===== src/rtl/multi_button_debounce.sv =====
`default_nettype none
// ============================================================================
//  Module      : multi_button_debounce
//  Description : N-channel active-low button debouncer with 2-flop input
//                synchronisers, press/release pulses and optional per-channel
//                toggle state (enabled by defining macro BTN_TOGGLE_EN).
//  Revision    : 1.0 - initial release
// ============================================================================
module multi_button_debounce #(
    parameter int N_BTN      = 4,
    parameter int DEB_CYCLES = 50000
) (
    input  logic             i_clk,
    input  logic             i_rst,
    input  logic [N_BTN-1:0] i_btn_n,
    output logic [N_BTN-1:0] o_btn_down,
    output logic [N_BTN-1:0] o_btn_up,
    output logic [N_BTN-1:0] o_press,
    output logic [N_BTN-1:0] o_release,
    output logic [N_BTN-1:0] o_toggle
);

    localparam int                 c_CNT_W   = $clog2(DEB_CYCLES + 1);
    localparam logic [c_CNT_W-1:0] c_CNT_MAX = c_CNT_W'(DEB_CYCLES - 1);

    logic [N_BTN-1:0] r_sync1_q, r_sync2_q;
    logic [N_BTN-1:0] w_sync1_d, w_sync2_d;
    logic [N_BTN-1:0] w_pressed;

    always_comb begin
        w_sync1_d = i_btn_n;
        w_sync2_d = r_sync1_q;
    end

    // Synchronisers reset to the released (high) raw level.
    always_ff @(posedge i_clk or posedge i_rst) begin
        if (i_rst) begin
            r_sync1_q <= '1;
            r_sync2_q <= '1;
        end else begin
            r_sync1_q <= w_sync1_d;
            r_sync2_q <= w_sync2_d;
        end
    end

    assign w_pressed = ~r_sync2_q;
    assign o_btn_up  = ~o_btn_down;

    for (genvar i = 0; i < N_BTN; i++) begin : g_chan
        logic [c_CNT_W-1:0] r_cnt_q, w_cnt_d;
        logic               r_stable_q, w_stable_d;
        logic               r_press_q, w_press_d;
        logic               r_release_q, w_release_d;

        // Any cycle where the synchronised level matches the stable state
        // restarts the count; acceptance happens on the DEB_CYCLES-th
        // consecutive differing cycle.
        always_comb begin
            w_cnt_d    = '0;
            w_stable_d = r_stable_q;
            if (w_pressed[i] != r_stable_q) begin
                if (r_cnt_q == c_CNT_MAX) begin
                    w_stable_d = w_pressed[i];
                end else begin
                    w_cnt_d = r_cnt_q + 1'b1;
                end
            end
            w_press_d   =  w_stable_d & ~r_stable_q;
            w_release_d = ~w_stable_d &  r_stable_q;
        end

        always_ff @(posedge i_clk or posedge i_rst) begin
            if (i_rst) begin
                r_cnt_q     <= '0;
                r_stable_q  <= 1'b0;
                r_press_q   <= 1'b0;
                r_release_q <= 1'b0;
            end else begin
                r_cnt_q     <= w_cnt_d;
                r_stable_q  <= w_stable_d;
                r_press_q   <= w_press_d;
                r_release_q <= w_release_d;
            end
        end

        assign o_btn_down[i] = r_stable_q;
        assign o_press[i]    = r_press_q;
        assign o_release[i]  = r_release_q;

`ifdef BTN_TOGGLE_EN
        logic r_toggle_q, w_toggle_d;

        always_comb begin
            w_toggle_d = r_toggle_q ^ r_press_q;
        end

        always_ff @(posedge i_clk or posedge i_rst) begin
            if (i_rst) begin
                r_toggle_q <= 1'b0;
            end else begin
                r_toggle_q <= w_toggle_d;
            end
        end

        assign o_toggle[i] = r_toggle_q;
`else
        assign o_toggle[i] = 1'b0;
`endif
    end

endmodule
`default_nettype wire

===== config.mk =====
export PLATFORM = sky130hd
export DESIGN_NAME = multi_button_debounce
export DESIGN_NICKNAME = d
export VERILOG_FILES = /design/src/rtl/multi_button_debounce.sv
export SDC_FILE = /design/constraint.sdc
export NUM_CORES = 1
export LEC_CHECK = 0
export BUFFER_PORTS_ARGS = -buffer_cell sky130_fd_sc_hd__buf_2
export CORE_MARGIN = 8
export CORE_UTILIZATION = 50
export DETAILED_ROUTE_END_ITERATION = 16
export PLACE_DENSITY_LB_ADDON = 0.05
export SYNTH_ARGS = -nofsm -noshare
export SYNTH_HDL_FRONTEND = slang
export SYNTH_SLANG_ARGS = --single-unit

===== constraint.sdc =====
create_clock -name i_clk -period 7.44 [get_ports i_clk]
set_clock_uncertainty 0.05 [all_clocks]
set_input_delay 1.488 -clock i_clk [delete_from_list [all_inputs] [get_ports i_clk]]
set_output_delay 1.488 -clock i_clk [all_outputs]
set_load 0.02 [all_outputs]

### After elaboration in Yosys (flattened, before gate mapping)

Cells that the tools add are included.

* add/sub/neg operators: 4
* equality and inequality tests: 8
* muxes and demuxes: 16
* bitwise logic cells: 18

Operators by type and width (count)
* 16-bit 2-to-1 mux: 8
* 16-bit by 1-bit adder with 16-bit output (second input constant): 4
* 16-bit equality test (second input constant): 4
* 1-bit AND: 8
* 1-bit 2-to-1 mux: 8
* 1-bit NOT: 8
* 4-bit NOT: 2
* 1-bit inequality test: 4

* register bits after elaboration: 84
* bits of input ports: 6
* output and inout bits: 20
* word-level logic and storage cells: 64

### Depth between registers and ports, before layout

* depth after elaboration: 5
* depth in mapped cells: 7
* mapped depth without buffers: 5

### Worst setup path before layout

OpenSTA, ideal clock, no wires.

* path kind: reg2out
* from: register g_chan[1].r_stable_q
* to: output o_btn_down[1]
* arrival time: 0.574 ns
* data required time: 5.902 ns
* slack: 5.328 ns
* cell stages (with the launch flop): 2
* buffers on the path: 1
* cell sequence: dfrtp_1 -> buf_4

RTL lines
* start, declared: line 51 `logic r_stable_q, w_stable_d;`
* start signal, assigned: line 80 `r_stable_q <= w_stable_d;`
* end, declared: line 16 `output logic [N_BTN-1:0] o_btn_down,`

No word-level cell between the ends.

### Final worst setup path

* from: register g_chan[2].r_stable_q
* to: output o_btn_up[2]

* cells in the longest elaborated chain, start to end: 1

RTL lines
* start, declared: line 51
* start signal, assigned: line 80
* 4-bit NOT: line 47 `assign o_btn_up = ~o_btn_down;`
* end, declared: line 17 `output logic [N_BTN-1:0] o_btn_up,`

Every way passes these cells.

==> metrics.txt <==
Layout Nets=409; postcts setup bufs=0; RSZ-0062 raised after global routing=false; vias after detailed routing=2580; ant diodes=0; placed cells=490; Hold Vio Cnt, Final=0; final WL=6.71 mm; most frequent cells in the layout=76 x dfrtp_1, 72 x nor2_1, 52 x xnor2_1, 22 x nand2_1, 22 x nand3_1; max_cap viols=0; setup_tns=0 ns; die height=approximately 100 µm; EDFF count, synth=0; clk_lat worst skew=0.35 ns; vias per cell=5.10; Fmax=0.388 GHz; first-pass GRT wire length=11.8 mm; met1 usage=about 17%; non-filler cells, final=~510; Area Growth Syn to Fin=8.27%; Final setup viols=0; Synth Flop Type=dfrtp_1; Async S/R FF share, synth=100%; final worst path period share=34.7%; Yosys top cell area share=about 49%; GR peak layer=met2; global placement routability congestion=0.784; layout cells sized above 1=13.1%; DRC=0; Fill cells=694; Bufs on Longest Clock Path=2; Synth area leader=dfrtp_1; clk root buf=clkbuf_8; Area contributors post-synth=dfrtp_1 49%, xnor2_1 12%, nor2_1 6.9%; CP endpoint kind=primary output; critical path class=flip-flop to primary output; CP Launch Type=flip-flop; total die area=~11000 µm²; Tmin final=2.58 ns; H-tree levels=3; grt met2 use=19.7%; Seq/Total Area, Yosys=a little over half; Worst-path clk slew=0.08 ns; Area after DPL=between 4000 and 5000 µm²; WP data arrival=1.04 ns; Leak=0.00171 µW; Worst-Margin Slew=1.03 ns; post-route cell area=4230 µm²; leading cell type in the layout, fill and taps excluded=dfrtp_1; number of port buffers=21; overflow left after global routing=0; initial antenna violation count=0; VDD IR max=120 µV; Worst Hold Class=flip-flop to flip-flop; Mapped Area=between 3000 and 4000 µm²; Relative slew margins=31.0%; first drt pass iteration count=4; CTS buffer count=9; Die Wd=104 µm; Initial Util=51.1%; Synth Instances=385; outcome=finished clean; cts repair resizes=0; Final ANT Viol Nets=0; # IOs=26; CTS tree=done; Yosys warning total=0; Synth cell types=32; core box area=around 7600 µm²; largest net degree at the start of global routing=85; HPWL Detailed=~4.5 mm; syn_area_per_cell=10.1 µm²; Synth Register Bits=84; CP max FO=5; CTS Hold Bufs=0; vias in the first global route=2447; GR Util met3=4.58%; Req. time, crit path=5.90 ns; Tot GR Track Use=between 10% and 20%; Pins Over Slew Limit=0; drt initial violations=118; post-DR wirelength/cell=13.3 µm; power density cells=203 nW/µm²; # rows=32; # clock sinks=84
[registers in the layout, summed over array words and instances (netlist names)]
register	flops
g_chan.r_stable_q	4
g_chan.r_release_q	4
g_chan.r_press_q	4
r_sync1_q	4
r_sync2_q	4
g_chan.r_cnt_q	64
[report_power, final]
group / switching (µW) / leakage (µW) / internal [µW]
Combinational: 20.0 / 0.000463 / 7.83
Clock: 168 / 0.000110 / 191
Sequential: 7.36 / 0.00114 / 465
[kinds of logic (layout without fill, tap and decap cells)]
| logic type | Yosys count | in the layout | synth area share [%] |
|---|---|---|---|
| simple gates | 192 | 192 | 24.4 |
| flops | 84 | 84 | 54.1 |
| xor+xnor | 59 | 59 | 13.2 |
| buf+inv | 38 | 54 | 5.54 |
| compound gates | 6 | 6 | 1.12 |
| fa+ha+maj | 4 | 4 | 1.28 |
| other cells | 1 | 4 | 0.0960 |
| mux | 1 | 1 | 0.256 |
[metrics by stage]
step | setup WS [ns] | hold WS [ns] | power, µW | util (%)
global route | 4.78 | 0.317 | 900 | 55.3
floorplan | 3.75 | 0.295 | 504 | -
CTS | 4.81 | 0.310 | 876 | 55.3
finish | 4.86 | 0.308 | 860 | 55.3
detailed placement | 4.83 | 0.297 | 510 | 52.4
global placement | 4.82 | 0.296 | 510 | 52.4
[final timing paths]
check	startpoint	to	slack [ns]	cells after the start
min	r_sync1_q[2]$_DFF_PP1_	r_sync2_q[2]$_DFF_PP1_	0.31	0
max	g_chan[2].r_stable_q$_DFF_PP0_	o_btn_up[2]	4.86	2
min reg2reg	r_sync1_q[2]$_DFF_PP1_	r_sync2_q[2]$_DFF_PP1_	0.31	0
max in group asynchronous	i_rst	g_chan[3].r_cnt_q[14]$_DFF_PP0_	5.28	3
min in group asynchronous	i_rst	g_chan[0].r_release_q$_DFF_PP0_	1.39	3
max reg2reg	g_chan[1].r_cnt_q[0]$_DFF_PP0_	g_chan[1].r_cnt_q[11]$_DFF_PP0_	5.36	5
[per-layer routing]
| metal | wire [µm] | vias to the layer above |
|---|---|---|
| met3 | 239 | 6 |
| met4 | 74 | 0 |
| met2 | 3070 | 25 |
| met5 | 0 | - |
| met1 | 3320 | 1239 |
| li1 | - | 1310 |
[layout make-up]
class	count	area (µm²)	share of cell area, %
clock buffers	9	124	2.93
well taps	102	128	3.02
multi-input cells	266	1590	37.6
clock inverters	7	98.8	2.34
flip-flops and latches	84	2110	50.0
repair buffers	23	120	2.84
inverters	15	57.6	1.36
[Yosys cell counts (2+ instances only)]
cell type	instances
dfrtp_1	76
nor2_1	72
xnor2_1	52
nand2_1	22
nand3_1	22
nor3_1	19
nor4_1	18
nand4_1	17
buf_4	16
inv_1	15
dfstp_2	8
xor2_1	7
and3_1	6
clkbuf_1	4
ha_1	4
nor4bb_1	3
o21ai_0	3
or4_1	3
buf_2	2
nand3b_1	2
or2_2	2
or4b_1	2
[worst max-delay path, cell delays in order, from the launching register on]
cell and delay (ns):
dfrtp_1 0.43, inv_1 0.10, buf_2 0.17
Note: power is estimated with default switching activity, not from simulation.
